$ cat src/rtl/arbitro_vc_switch.sv
// Switch-fabric control: drains four input VC FIFOs into fifo4..fifo7 with round-robin arbitration.
// Optional per-output packet counters are built when PKT_COUNT_EN is defined.
module arbitro_vc_switch #(
    parameter int TAMANO_DATOS = 12,
    parameter int UMBRALES_L_H = 8,
    parameter int CNT_W        = 5
) (
    input  logic                    clk,
    input  logic                    reset,
    input  logic                    init,
    input  logic [UMBRALES_L_H-1:0] umbral_L_in,
    input  logic [UMBRALES_L_H-1:0] umbral_H_in,
    input  logic [3:0]              in_empty,
    input  logic [TAMANO_DATOS-1:0] in_data0,
    input  logic [TAMANO_DATOS-1:0] in_data1,
    input  logic [TAMANO_DATOS-1:0] in_data2,
    input  logic [TAMANO_DATOS-1:0] in_data3,
    input  logic [3:0]              out_almost_full,
    output logic [3:0]              pop_in,
    output logic [3:0]              push_out,
    output logic [TAMANO_DATOS-1:0] data_out,
    output logic [UMBRALES_L_H-1:0] umbral_L,
    output logic [UMBRALES_L_H-1:0] umbral_H,
    output logic                    cfg_err,
    output logic                    idle,
    input  logic                    req,
    input  logic [2:0]              idx,
    output logic [CNT_W-1:0]        cnt_data,
    output logic                    cnt_valid
);

    typedef enum logic [1:0] {ST_RESET, ST_INIT, ST_IDLE, ST_ACTIVE} state_t;

    state_t                  state;
    state_t                  state_next;
    logic [1:0]              rr_ptr;
    logic                    gnt_valid;
    logic [1:0]              gnt_src;
    logic [1:0]              gnt_dst;
    logic [TAMANO_DATOS-1:0] gnt_word;
    logic [1:0]              cand_src;
    logic [1:0]              cand_dst;
    logic [TAMANO_DATOS-1:0] head [4];

    assign head[0] = in_data0;
    assign head[1] = in_data1;
    assign head[2] = in_data2;
    assign head[3] = in_data3;

    always_ff @(posedge clk) begin
        if (!reset) state <= ST_RESET;
        else        state <= state_next;
    end

    always_comb begin
        state_next = state;
        case (state)
            ST_RESET:  if (init) state_next = ST_INIT;
            ST_INIT:   if (!init) state_next = ST_IDLE;
            ST_IDLE: begin
                if (init)              state_next = ST_INIT;
                else if (!(&in_empty)) state_next = ST_ACTIVE;
            end
            ST_ACTIVE: begin
                if (init)                         state_next = ST_INIT;
                else if ((&in_empty) && !gnt_valid) state_next = ST_IDLE;
            end
            default: state_next = ST_RESET;
        endcase
    end

    // Registered pop/push lag the FIFO flags by a cycle, so last cycle's source and destination sit out.
    always_comb begin
        gnt_valid = 1'b0;
        gnt_src   = '0;
        gnt_dst   = '0;
        gnt_word  = '0;
        cand_src  = '0;
        cand_dst  = '0;
        if (state == ST_ACTIVE && !init) begin
            for (int k = 0; k < 4; k++) begin
                cand_src = rr_ptr + 2'(k);
                cand_dst = head[cand_src][9:8];
                if (!gnt_valid && !in_empty[cand_src] && !pop_in[cand_src] &&
                    !push_out[cand_dst] && !out_almost_full[cand_dst]) begin
                    gnt_valid = 1'b1;
                    gnt_src   = cand_src;
                    gnt_dst   = cand_dst;
                    gnt_word  = head[cand_src];
                end
            end
        end
    end

    always_ff @(posedge clk) begin
        if (!reset) begin
            pop_in   <= '0;
            push_out <= '0;
            data_out <= '0;
            rr_ptr   <= '0;
            umbral_L <= '0;
            umbral_H <= '0;
            cfg_err  <= 1'b0;
            idle     <= 1'b0;
        end else begin
            pop_in   <= gnt_valid ? (4'b0001 << gnt_src) : 4'b0000;
            push_out <= gnt_valid ? (4'b0001 << gnt_dst) : 4'b0000;
            data_out <= gnt_valid ? gnt_word : '0;
            if (gnt_valid) rr_ptr <= gnt_src + 2'd1;
            if (state == ST_INIT && init) begin
                if (umbral_L_in <= umbral_H_in) begin
                    umbral_L <= umbral_L_in;
                    umbral_H <= umbral_H_in;
                    cfg_err  <= 1'b0;
                end else begin
                    cfg_err  <= 1'b1;
                end
            end
            idle <= (state == ST_IDLE) && (&in_empty);
        end
    end

`ifdef PKT_COUNT_EN
    logic [CNT_W-1:0] pkt_cnt [4];
    logic             cnt_clear;
    logic             unused_idx;

    assign cnt_clear  = (state != ST_INIT) && (state_next == ST_INIT);
    assign unused_idx = idx[2];

    always_ff @(posedge clk) begin
        if (!reset || cnt_clear) begin
            for (int d = 0; d < 4; d++) pkt_cnt[d] <= '0;
        end else begin
            for (int d = 0; d < 4; d++) begin
                if (push_out[d] && pkt_cnt[d] != {CNT_W{1'b1}}) pkt_cnt[d] <= pkt_cnt[d] + CNT_W'(1);
            end
        end
    end

    // A read races an increment by sampling the counter before the edge updates it.
    always_ff @(posedge clk) begin
        if (!reset) begin
            cnt_data  <= '0;
            cnt_valid <= 1'b0;
        end else if (req) begin
            cnt_data  <= pkt_cnt[idx[1:0]];
            cnt_valid <= 1'b1;
        end else begin
            cnt_valid <= 1'b0;
        end
    end
`else
    logic unused_cnt;
    assign unused_cnt = ^{req, idx};
    assign cnt_data   = '0;
    assign cnt_valid  = 1'b0;
`endif

endmodule

$ cat config.mk
export PLATFORM = sky130hd
export DESIGN_NAME = arbitro_vc_switch
export DESIGN_NICKNAME = d
export VERILOG_FILES = /design/src/rtl/arbitro_vc_switch.sv
export SDC_FILE = /design/constraint.sdc
export NUM_CORES = 1
export LEC_CHECK = 0
export CORE_ASPECT_RATIO = 0.7
export CORE_UTILIZATION = 49
export CTS_CLUSTER_SIZE = 30
export DETAILED_ROUTE_END_ITERATION = 6
export GPL_TIMING_DRIVEN = 1
export PLACE_DENSITY = 0.87
export SYNTH_ARGS = -nofsm -noshare
export SYNTH_HDL_FRONTEND = slang
export SYNTH_SLANG_ARGS = --single-unit
$ cat constraint.sdc
create_clock -name clk -period 7.71 [get_ports clk]
set_input_delay 1.1565 -clock clk [delete_from_list [all_inputs] [get_ports clk]]
set_output_delay 1.1565 -clock clk [all_outputs]
set_load 0.02 [all_outputs]
# ---- Yosys cells after proc, flatten, opt, wreduce, memory -nomap -nowiden
# Index checks and enable logic that the tools add are counted.
dict set report totals {
  ff_bits 42
  in_bits 79
}
dict set report classes {
  addsub 4
  order_cmp 13
  n_eq_ne 7
  n_shift 2
  n_mux 74
  n_bitwise 4
  n_reduce_logical 46
}
# op count
set op_table {}
lappend op_table {{two-way mux 12 bit} 12}
lappend op_table {{binary-select mux 12 bit (select 2 bit)} 4}
lappend op_table {{binary-select mux 1 bit (select 2 bit)} 16}
lappend op_table {{two-way mux 2 bit} 16}
lappend op_table {{two-way mux 1 bit} 25}
lappend op_table {{< comparator 2 x 3 -> 1 bit (second input constant)} 8}
lappend op_table {{logical NOT 1 bit} 21}
lappend op_table {{logical AND 1 bit} 19}
lappend op_table {{greater-or-equal comparator 3 bit (second input constant)} 4}
lappend op_table {{inverter 2 -> 3 bit} 4}
lappend op_table {{<= comparator 8 bit} 1}
lappend op_table {{one-hot mux 2 bit (4 select lines)} 1}
lappend op_table {{AND reduction 4 bit} 2}
lappend op_table {{left shift 1 x 2 -> 4 bit (first input constant)} 2}
lappend op_table {{!= test 3 bit (second input constant)} 2}
lappend op_table {{adder 2 x 1 -> 2 bit (second input constant)} 2}
lappend op_table {{adder 2 bit (second input constant)} 2}
lappend op_table {{equality test 2 bit (second input constant)} 2}
lappend op_table {{!= test 2 bit (second input constant)} 2}
lappend op_table {{AND reduction 2 bit} 2}
lappend op_table {{AND reduction 3 bit} 1}
lappend op_table {{equality test 2 x 1 -> 1 bit (second input constant)} 1}
lappend op_table {{logical NOT 2 bit} 1}

# ---- Longest topological paths before layout
dict set report logic_depth {
  depth_word 37
  ltp_mapped 12
  depth_no_buf 11
}

# ---- Least setup slack after synthesis
# Ideal clock, no wire load.
dict set report synth_path {
  path_type {input -> register}
  start {in umbral_H_in[1]}
  end {reg umbral_H[4]}
  setup_time_ps 116
  arrival_ps 3274
  required_time_ps 7594
  path_slack_ps 4320
  path_stages 12
  path_buffers 1
  cell_sequence {inv_1 ha_1 nor2b_1 o21a_1 o21ai_0 nand2b_1 a21oi_1 o21ai_0 a21oi_1 buf_2 mux2i_1 nor2b_1}
}
dict set report synth_via {
  elab_chain_cells 2
}
# item line
set synth_rtl {}
lappend synth_rtl {{start, declared} 12} ;# input logic [UMBRALES_L_H-1:0] umbral_H_in,
lappend synth_rtl {{<= comparator 8 bit} 111} ;# if (umbral_L_in <= umbral_H_in) begin
lappend synth_rtl {{AND reduction 2 bit (no source line)} n/a}
lappend synth_rtl {{end signal, assigned} 113} ;# umbral_H <= umbral_H_in;
lappend synth_rtl {{end, declared} 23} ;# output logic [UMBRALES_L_H-1:0] umbral_H,
# No other way between the ends.
# A chain may end at the register's enable or synchronous reset.

# ---- Worst setup path after layout
dict set report layout_path {
  start {in in_data0[9]}
  end {reg pop_in[0]}
}
dict set report layout_via {
  elab_chain_cells 32
}
# item line
set layout_rtl {}
lappend layout_rtl {{start, declared} 14} ;# input logic [TAMANO_DATOS-1:0] in_data0,
lappend layout_rtl {{binary-select mux 12 bit (select 2 bit)} 83} ;# cand_dst = head[cand_src][9:8];
lappend layout_rtl {{two-way mux 12 bit (2 in a row)} n/a}
lappend layout_rtl {{binary-select mux 1 bit (select 2 bit)} 85} ;# !push_out[cand_dst] && !out_almost_full[cand_dst]) begin
lappend layout_rtl {{two-way mux 1 bit (implied by the code)} 85}
lappend layout_rtl {{logical NOT 1 bit} 85}
lappend layout_rtl {{logical AND 1 bit} 84} ;# if (!gnt_valid && !in_empty[cand_src] && !pop_in[cand_src] &&
lappend layout_rtl {{logical AND 1 bit} 85}
lappend layout_rtl {{two-way mux 1 bit} 84}
lappend layout_rtl {{[... 13 more ...]} n/a}
lappend layout_rtl {{two-way mux 1 bit} 84}
lappend layout_rtl {{two-way mux 1 bit} 80} ;# if (state == ST_ACTIVE && !init) begin
lappend layout_rtl {{logical NOT 1 bit} 84}
lappend layout_rtl {{logical AND 1 bit (3 in a row)} 84}
lappend layout_rtl {{logical AND 1 bit} 85}
lappend layout_rtl {{two-way mux 2 bit or two-way mux 1 bit (tied branches)} 84}
lappend layout_rtl {{two-way mux 2 bit or two-way mux 1 bit (tied branches)} 80}
lappend layout_rtl {{left shift 1 x 2 -> 4 bit or AND reduction 2 bit (tied branches)} n/a}
lappend layout_rtl {{end signal, assigned} 106} ;# pop_in <= gnt_valid ? (4'b0001 << gnt_src) : 4'b0000;
lappend layout_rtl {{end, declared} 19} ;# output logic [3:0] pop_in,
# Parallel ways exist; a longest one is shown, timed or not. The select of a mux whose other input is x is not followed.

==> report_table.html <==
<table>
<tr><th>Metric</th><th>Value</th></tr>
<tr><th colspan="2">Power and ir drop</th></tr>
<tr><td>Sequential share of power</td><td>41.4%</td></tr>
<tr><td>Static leakage power</td><td>between 1.5 and 2 nW</td></tr>
<tr><td>Worst ir drop on vdd</td><td>0.0000717 V</td></tr>
<tr><td>Switching power share of the total</td><td>between 30% and 40%</td></tr>
<tr><td>Switching power summed over all nets</td><td>0.167 mW</td></tr>
<tr><td>Pwr Density</td><td>118 nW/um2</td></tr>
<tr><td>Combinational power share</td><td>about a third</td></tr>
<tr><td>Cell Int Power</td><td>0.372 mW</td></tr>
<tr><td>Clock power frac</td><td>26.6%</td></tr>
<tr><th colspan="2">Critical path</th></tr>
<tr><td>Data arrival time of the critical path</td><td>4.28 ns</td></tr>
<tr><td>Worst Setup Path Type</td><td>in -&gt; reg</td></tr>
<tr><td>Most used cell, CP</td><td>sky130_fd_sc_hd__mux2i_1</td></tr>
<tr><td>Required time at the worst-slack endpoint</td><td>about 8 ns</td></tr>
<tr><td>Cell at the slowest stage of the critical path</td><td>sky130_fd_sc_hd__mux4_2</td></tr>
<tr><td>Buf+Inv Stages, Crit Path</td><td>1</td></tr>
<tr><td>CP Max Fanout</td><td>27</td></tr>
<tr><td>Kind of end point of the critical path</td><td>flip-flop</td></tr>
<tr><td>CP cell instances</td><td>clkdlybuf4s50_1 -&gt; mux4_2 -&gt; mux2i_1 -&gt; mux2i_1 -&gt; nand2_2 -&gt; a31oi_2 -&gt; nand2_1 -&gt; or2_1 -&gt; nor2_1</td></tr>
<tr><td>Worst setup path startpoint</td><td>in_data0[9]</td></tr>
<tr><td>Startpoint types</td><td>input port</td></tr>
<tr><td>Largest delay share family, worst path</td><td>simple AND/OR/NAND/NOR gates</td></tr>
<tr><td>Worst R2R Start</td><td>rr_ptr[1]$_SDFFE_PN0N_</td></tr>
<tr><td>Crit path largest cell delay</td><td>0.53 ns</td></tr>
<tr><th colspan="2">Floorplanning</th></tr>
<tr><td>Floorplan core area</td><td>6460 um2</td></tr>
<tr><td>Starting Density</td><td>a little over half</td></tr>
<tr><td>Die area</td><td>around 7300 um2</td></tr>
<tr><td>Row cnt</td><td>24</td></tr>
<tr><td>Top-Level Pins</td><td>123</td></tr>
<tr><td>Width of the die</td><td>approximately 100 um</td></tr>
<tr><td>Vertical die dimension</td><td>71.6 um</td></tr>
<tr><th colspan="2">Cells and area</th></tr>
<tr><td>Area growth syn-to-layout</td><td>35.2%</td></tr>
<tr><td>Final #Nets</td><td>597</td></tr>
<tr><td>Antenna diode count</td><td>0</td></tr>
<tr><td>Commonest cells after routing, fill and taps aside</td><td>112 x sky130_fd_sc_hd__clkdlybuf4s50_1, 51 x sky130_fd_sc_hd__mux2i_1, 49 x sky130_fd_sc_hd__nor2_1</td></tr>
<tr><td>Commonest non-fill, non-tap cell in the layout</td><td>sky130_fd_sc_hd__clkdlybuf4s50_1</td></tr>
<tr><td>Share of layout cells above drive strength 1</td><td>11.0%</td></tr>
<tr><th colspan="2">Detailed routing</th></tr>
<tr><td>Aggregate routed wire length</td><td>9280 um</td></tr>
<tr><td>Avg WL per Cell</td><td>about 15 um</td></tr>
<tr><td>Highest Signal Layer</td><td>met4</td></tr>
<tr><td>Antenna-violating nets left</td><td>0</td></tr>
<tr><td>Detailed-router iteration count before antenna repair</td><td>4</td></tr>
<tr><td>Total via count after detailed routing</td><td>3397</td></tr>
<tr><td>Per-cell via count in the routed design</td><td>~5.6</td></tr>
<tr><td>Met2 Routed Length</td><td>about 4500 um</td></tr>
<tr><td>DRT met1 WL</td><td>roughly 4100 um</td></tr>
<tr><td># DRC</td><td>0</td></tr>
<tr><td>Count of routing violations after the opening detailed-route iteration</td><td>176</td></tr>
<tr><td>Met3 WL post-DR</td><td>about 630 um</td></tr>
<tr><th colspan="2">Yosys</th></tr>
<tr><td>Cells after synthesis</td><td>approximately 420</td></tr>
<tr><td>Post-synth EDFFs</td><td>0</td></tr>
<tr><td>Number of flip-flops and latches in the synthesized netlist</td><td>42</td></tr>
<tr><td>Primary FF master, synth</td><td>sky130_fd_sc_hd__dfxtp_1</td></tr>
<tr><td>Number of unique standard cell types used by synthesis</td><td>50</td></tr>
<tr><td>Average size of a mapped cell</td><td>8.13 um2</td></tr>
<tr><td>Area of the mapped netlist</td><td>3390 um2</td></tr>
<tr><td>Share of flip-flops with an asynchronous set or reset after synthesis</td><td>0%</td></tr>
<tr><td>Yosys synthesis warning count</td><td>0</td></tr>
<tr><td>Sequential area share after synthesis</td><td>approximately 25%</td></tr>
<tr><th colspan="2">Run status</th></tr>
<tr><td>Outcome</td><td>complete, no violations</td></tr>
<tr><th colspan="2">Place</th></tr>
<tr><td>Final HPWL DP</td><td>around 7000 um</td></tr>
<tr><td>Weighted congestion reported at the end of routability-driven placement</td><td>0.907</td></tr>
<tr><td>Number of input and output port buffers inserted</td><td>around 110</td></tr>
<tr><th colspan="2">Clocking</th></tr>
<tr><td>TritonCTS clock tree</td><td>yes</td></tr>
<tr><td>Bufs on Longest Clock Path</td><td>2</td></tr>
<tr><td>Clock Sinks</td><td>42</td></tr>
<tr><td>Number of buffers inserted during clock tree synthesis</td><td>5</td></tr>
<tr><td>Root cell of the clock tree</td><td>sky130_fd_sc_hd__clkbuf_8</td></tr>
<tr><td>Number of setup buffers added after CTS</td><td>0</td></tr>
<tr><td># hold bufs at CTS</td><td>0</td></tr>
<tr><td>Resized cells post-CTS</td><td>0</td></tr>
<tr><td>Clk slew on worst S/H paths</td><td>0.09 ns</td></tr>
<tr><td>Clock insertion delay at the later pin of the skew report</td><td>~0.30 ns</td></tr>
<tr><td>Level count of the clock H-tree</td><td>2</td></tr>
<tr><th colspan="2">STA</th></tr>
<tr><td>Unrepaired setup endpoints after global routing</td><td>no</td></tr>
<tr><td>Final Max Slew Viols</td><td>0</td></tr>
<tr><td>Final critical-path required period</td><td>4.05 ns</td></tr>
<tr><td>Aggregate negative setup slack</td><td>0 ns</td></tr>
<tr><td>Transition time of the tightest slew-check pin</td><td>1.11 ns</td></tr>
<tr><td>Final worst clock skew</td><td>0.00988 ns</td></tr>
<tr><td>Final setup violation count</td><td>0</td></tr>
<tr><td>Headroom to the max-slew limit</td><td>25.7%</td></tr>
<tr><td>WHS</td><td>0.491 ns</td></tr>
<tr><td>Final Hold Violating Endpoints</td><td>0</td></tr>
<tr><td>FMAX</td><td>roughly 0.25 GHz</td></tr>
<tr><td>Final cycle utilization of the critical path</td><td>52.5%</td></tr>
<tr><th colspan="2">Global route</th></tr>
<tr><td>Initial antenna violation count</td><td>0</td></tr>
<tr><td>Pin count of the biggest net entering global routing</td><td>just over 100</td></tr>
<tr><td>Global-route total usage across every layer</td><td>between 20% and 30%</td></tr>
<tr><td>Vias in the first global route</td><td>roughly 3200</td></tr>
<tr><td>Overall overflow remaining after global route</td><td>0</td></tr>
<tr><td>First-pass GRT wire length</td><td>14700 um</td></tr>
<tr><th colspan="2">Job</th></tr>
<tr><td>Number of max-capacitance violations reported</td><td>0</td></tr>
<tr><th colspan="2">Min path</th></tr>
<tr><td>Hold_sp</td><td>cfg_err$_SDFFE_PN0P_</td></tr>
<tr><td>Class of the worst hold path</td><td>reg -&gt; reg</td></tr>
</table>
[cell families after synthesis]
logic type / count (synthesis) / share of synthesized area (%)
AO/OA/AOI/OAI: 103 / 18.3
XOR/XNOR: 1 / 0.259
adder cells (fa/ha/maj): 8 / 2.95
buffers and inverters: 44 / 6.24
flip-flops: 42 / 24.8
multiplexers: 86 / 28.4
other: 1 / 0.111
AND/OR/NAND/NOR: 132 / 18.9
[layer usage]
metal / global-route usage (%) / vias up
met5: 0 / -
met4: 6.76 / 0
met3: 6.05 / 10
met2: 44.1 / 132
met1: 31.4 / 1581
li1: - / 1674
[layout make-up]
type | instances | area (um2)
tap | 91 | 114
fill | 523 | 1880
multi-input combinational | 336 | 2360
inverter | 11 | 41.3
clock buffer | 6 | 72.6
clock inverter | 2 | 13.8
sequential | 42 | 843
timing repair buffer | 114 | 1140
[sequential cells by signal, indices dropped and copies added (netlist names)]
register / cells
data_out: 12
umbral_H: 8
umbral_L: 8
pop_in: 4
push_out: 4
rr_ptr: 2
state: 2
cfg_err: 1
idle: 1
[final timing paths]
path	end	slack, ns	depth (start not counted)
hold reg to reg	cfg_err$_SDFFE_PN0P_	0.49	2
setup reg to reg	pop_in[0]$_SDFF_PP0_	3.87	9
hold / removal	cfg_err$_SDFFE_PN0P_	0.49	2
setup / recovery	pop_in[0]$_SDFF_PP0_	3.66	9
[tightest hold or removal path: cells and delay by family (launching register included)]
family          cells  cell delay (ns)
compound gates      1             0.07
flops               1             0.32
simple gates        1             0.06
[stage by stage]
stage	instance area, um2	total power [mW]	setup WS, ns	utilization (%)	cells
CTS	4580	0.540	3.69	70.9	602
global placement	4490	0.389	3.46	69.6	594
finish	4580	0.539	3.66	70.9	602
global route	4580	0.566	3.47	70.9	602
floorplan	3410	0.330	4.32	-	422
detailed placement	4490	0.398	3.38	69.6	594
[power by group through the flow]
stage,Sequential [mW],Combinational [mW],Clock (mW)
floorplan,0.231,0.0987,0
global placement,0.228,0.161,0
detailed placement,0.228,0.170,0
CTS,0.223,0.171,0.146
global route,0.224,0.187,0.155
finish,0.223,0.173,0.144
[Yosys cell counts, types with 3 or more instances]
library cell | number | share of area [%]
sky130_fd_sc_hd__nand4_1 | 4 | 0.74
sky130_fd_sc_hd__dfxtp_1 | 42 | 25
sky130_fd_sc_hd__or2_1 | 3 | 0.55
sky130_fd_sc_hd__clkbuf_1 | 11 | 1.2
sky130_fd_sc_hd__o22ai_1 | 20 | 3.7
sky130_fd_sc_hd__nand3b_1 | 4 | 0.89
sky130_fd_sc_hd__buf_4 | 7 | 1.6
sky130_fd_sc_hd__ha_1 | 8 | 3.0
sky130_fd_sc_hd__nor2_1 | 49 | 5.4
sky130_fd_sc_hd__a21oi_1 | 41 | 6.1
sky130_fd_sc_hd__mux2i_1 | 51 | 15
sky130_fd_sc_hd__nor3_1 | 4 | 0.59
sky130_fd_sc_hd__and2_1 | 4 | 0.74
sky130_fd_sc_hd__nor3b_1 | 3 | 0.66
sky130_fd_sc_hd__o21ai_0 | 25 | 3.7
sky130_fd_sc_hd__nor2b_1 | 21 | 3.9
sky130_fd_sc_hd__buf_2 | 4 | 0.59
sky130_fd_sc_hd__buf_1 | 9 | 1.0
sky130_fd_sc_hd__mux2_4 | 3 | 1.3
sky130_fd_sc_hd__mux4_2 | 4 | 2.7
sky130_fd_sc_hd__inv_1 | 11 | 1.2
sky130_fd_sc_hd__mux2_2 | 26 | 8.6
sky130_fd_sc_hd__nand2_1 | 30 | 3.3
Note: power is estimated with default switching activity, not from simulation.
==> RTL change: new RTL, config.mk and constraints unchanged <==
`push_out` and `data_out` no longer have a reset.
--- a/src/rtl/arbitro_vc_switch.sv
+++ b/src/rtl/arbitro_vc_switch.sv
@@ -95,8 +95,6 @@
     always_ff @(posedge clk) begin
         if (!reset) begin
             pop_in   <= '0;
-            push_out <= '0;
-            data_out <= '0;
             rr_ptr   <= '0;
             umbral_L <= '0;
             umbral_H <= '0;
@@ -104,8 +102,6 @@
             idle     <= 1'b0;
         end else begin
             pop_in   <= gnt_valid ? (4'b0001 << gnt_src) : 4'b0000;
-            push_out <= gnt_valid ? (4'b0001 << gnt_dst) : 4'b0000;
-            data_out <= gnt_valid ? gnt_word : '0;
             if (gnt_valid) rr_ptr <= gnt_src + 2'd1;
             if (state == ST_INIT && init) begin
                 if (umbral_L_in <= umbral_H_in) begin
@@ -118,6 +114,11 @@
             end
             idle <= (state == ST_IDLE) && (&in_empty);
         end
+    end
+
+    always_ff @(posedge clk) begin
+        push_out <= gnt_valid ? (4'b0001 << gnt_dst) : 4'b0000;
+        data_out <= gnt_valid ? gnt_word : '0;
     end
 
 `ifdef PKT_COUNT_EN
Formal check against the unedited RTL: differs if reset is asserted again (counterexample within 10 cycles, from zero or initial values and one cycle with reset low); with reset held inactive, the same outputs for 10 cycles.
==> RTL change against the original RTL <==
Die area down 0.32%; area after synthesis decreased by 0.33%; sequential cell count did not move; combinational power shrank 8%; setup slack lost 0.17 ns; hold slack lost 0.013 ns; total power fell by 0.92%; via count fell by 3.8%; sequential power is essentially flat; cell area is 0.14% lower; wire length is 4.3% lower; critical path type unchanged; critical endpoint is now pop_in[2]; largest power group unchanged.
==> RTL change: results (changes against the original RTL) <==
Synth
  – Synth cell count leaders: mux2i_1 (56), nor2_1 (50), a21oi_1 (48)
  – Ys async rst share: 0% (unchanged)
  – Ranking of synthesized cells by area: dfxtp_1 (25%), mux2i_1 (17%), mux2_2 (9.0%)
  – Post-synth EDFFs: 0 (unchanged)
  – Seq/Total Area, Yosys: 24.9% (+0.083 points)
  – Library cells used by synthesis: 46 (-8.0%)

Finish
  – Final #Nets: 588 (-1.5%)
  – Layout cells sized above 1: 11.2% (+0.20 points)
  – Filler instances: 527 (+0.76%)
  – Largest registers: data_out: 12 flops, umbral_H: 8 flops, umbral_L: 8 flops

Placement
  – HPWL reported at the end of detailed placement: 6.73 mm (-4.1%)
  – IO Port Bufs: 112 (unchanged)
  – Placed cell area: 0.00448 mm² (-0.31%)
  – GPL Wtd Cong: 0.874 (-3.6%)

Critical path
  – Arrival @ worst endpoint: 4.43 ns (+0.15 ns)
  – CP max FO: 24 (-11%)
  – R2r endpoint: push_out[2]
  – R2r startpoint: rr_ptr[1]
  – Reg2Reg Setup Slack: 3.86 ns (about the same)
  – R2R depth: 11 (+2)

CTS
  – Worst-path clk slew: 0.09 ns (about the same)
  – Max clock buf depth: 2 (unchanged)
  – CTS buffer count: 5 (unchanged)
  – Root buf cell: clkbuf_8
  – Worst-Skew Late Latency: 0.30 ns (about the same)
  – Setup Buffers After CTS: 0 (unchanged)
  – Hold Buf Count CTS: 0 (unchanged)
  – Post-CTS sizing: 0 (unchanged)

Global routing
  – Largest net degree at the start of global routing: 95 (-5.9%)
  – Vias in the first global route: 3277 (+1.9%)
  – Initial antenna violation count: 0 (unchanged)
  – First-pass GRT wire length: 14.9 mm (+1.1%)
  – Total track usage: 25.7% (+0.34 points)

Routing
  – Pre-antenna DRT Iters: 5 (+1)
  – Vias per inst: 5.51 (-2.3%)
  – DR WL/cell: 15.0 µm (-2.8%)
  – Iter 0 DRT Violations: 183 (+4.0%)

Power
  – Static leakage: 1.64 nW (+2.8%)
  – VDD IR-drop max: 80.3 µV (+12%)

Timing
  – Clock skew: 0.00946 ns (-0.000427 ns)
  – Crit path time final: 4.22 ns (+0.171 ns)
  – Worst-Margin Slew: 1.12 ns (+0.00825 ns)

Worst hold path
  – Worst hold stages: 2 (unchanged)
  – Hold Path End: cfg_err
  – Critical hold path startpoint: cfg_err

Outcome
  – Status: complete, no violations
==> RTL change: changes by cell type after synthesis, sizes merged, moves of 3 or more <==
cell / unedited run / this run
o211ai: 1 / 10
and2: 4 / 1
nand2b: 2 / 5
o221ai: 1 / 10
mux2i: 52 / 56
o22ai: 20 / 1
nand2: 32 / 22
or2: 4 / 1
inv: 11 / 14
o21ai: 25 / 16
a21oi: 41 / 49
==> RTL change: area by class of cell <==
| class | count | area [µm²] | area share [%] |
|---|---|---|---|
| clock buffers | 5 | 68.8 | 1.50 |
| clock inverters | 3 | 25.0 | 0.547 |
| inverters | 14 | 52.6 | 1.15 |
| multi-input cells | 324 | 2330 | 51.0 |
| flip-flops and latches | 42 | 843 | 18.4 |
| well taps | 91 | 114 | 2.49 |
| repair buffers | 114 | 1140 | 24.8 |
==> RTL change: how the worst max path moves through the flow <==
stage,start,endpoint,slack [ns],cells after the start
floorplan,umbral_H_in[1],umbral_H[0],4.50,12
global placement,in_data3[9],pop_in[3],3.24,10
detailed placement,in_data3[9],pop_in[2],3.26,10
CTS,in_data3[9],pop_in[2],3.56,10
global route,in_data3[9],pop_in[3],3.34,10
finish,in_data3[9],pop_in[2],3.49,10
==> RTL change: through the flow <==
stage	util [%]	hold slack (ns)	std cells	power, W	worst slack [ns]
finish	71.2	0.478	593	0.000534	3.49
global route	71.2	0.509	593	0.000564	3.34
CTS	71.2	0.480	593	0.000536	3.56
detailed placement	69.7	0.467	585	0.000386	3.26
global placement	69.7	0.458	585	0.000382	3.24
floorplan	-	0.443	412	0.000323	4.50
==> RTL change: cell families after synthesis <==
group	synth area share [%]
fa+ha+maj	2.96
other cells	0.111
simple gates	17.3
compound gates	18.2
mux	29.4
flops	24.9
xor+xnor	0.519
buf+inv	6.56
==> RTL change: critical path: stages <==
cell,delay [ns]
clkdlybuf4s50_1,0.46
mux4_2,0.55
mux2i_1,0.14
mux2i_1,0.29
nand2_1,0.53
and3_1,0.42
a21o_1,0.36
inv_2,0.18
nand2_1,0.12
nor3_1,0.21
==> RTL change: where the power goes <==
group	internal, W	leakage [nW]	switching (W)
Sequential	0.000221	0.340	0.00000250
Combinational	0.0000843	1.26	0.0000759
Clock	0.0000655	0.0447	0.0000856
==> RTL change: metal layers <==
metal	part of all wire, %	vias to the layer above	GRT usage (%)
li1	-	1641	-
met1	45	1530	32.2
met2	48	90	44.7
met3	6.8	7	6.54
met4	0.69	0	5.31
met5	0	-	0
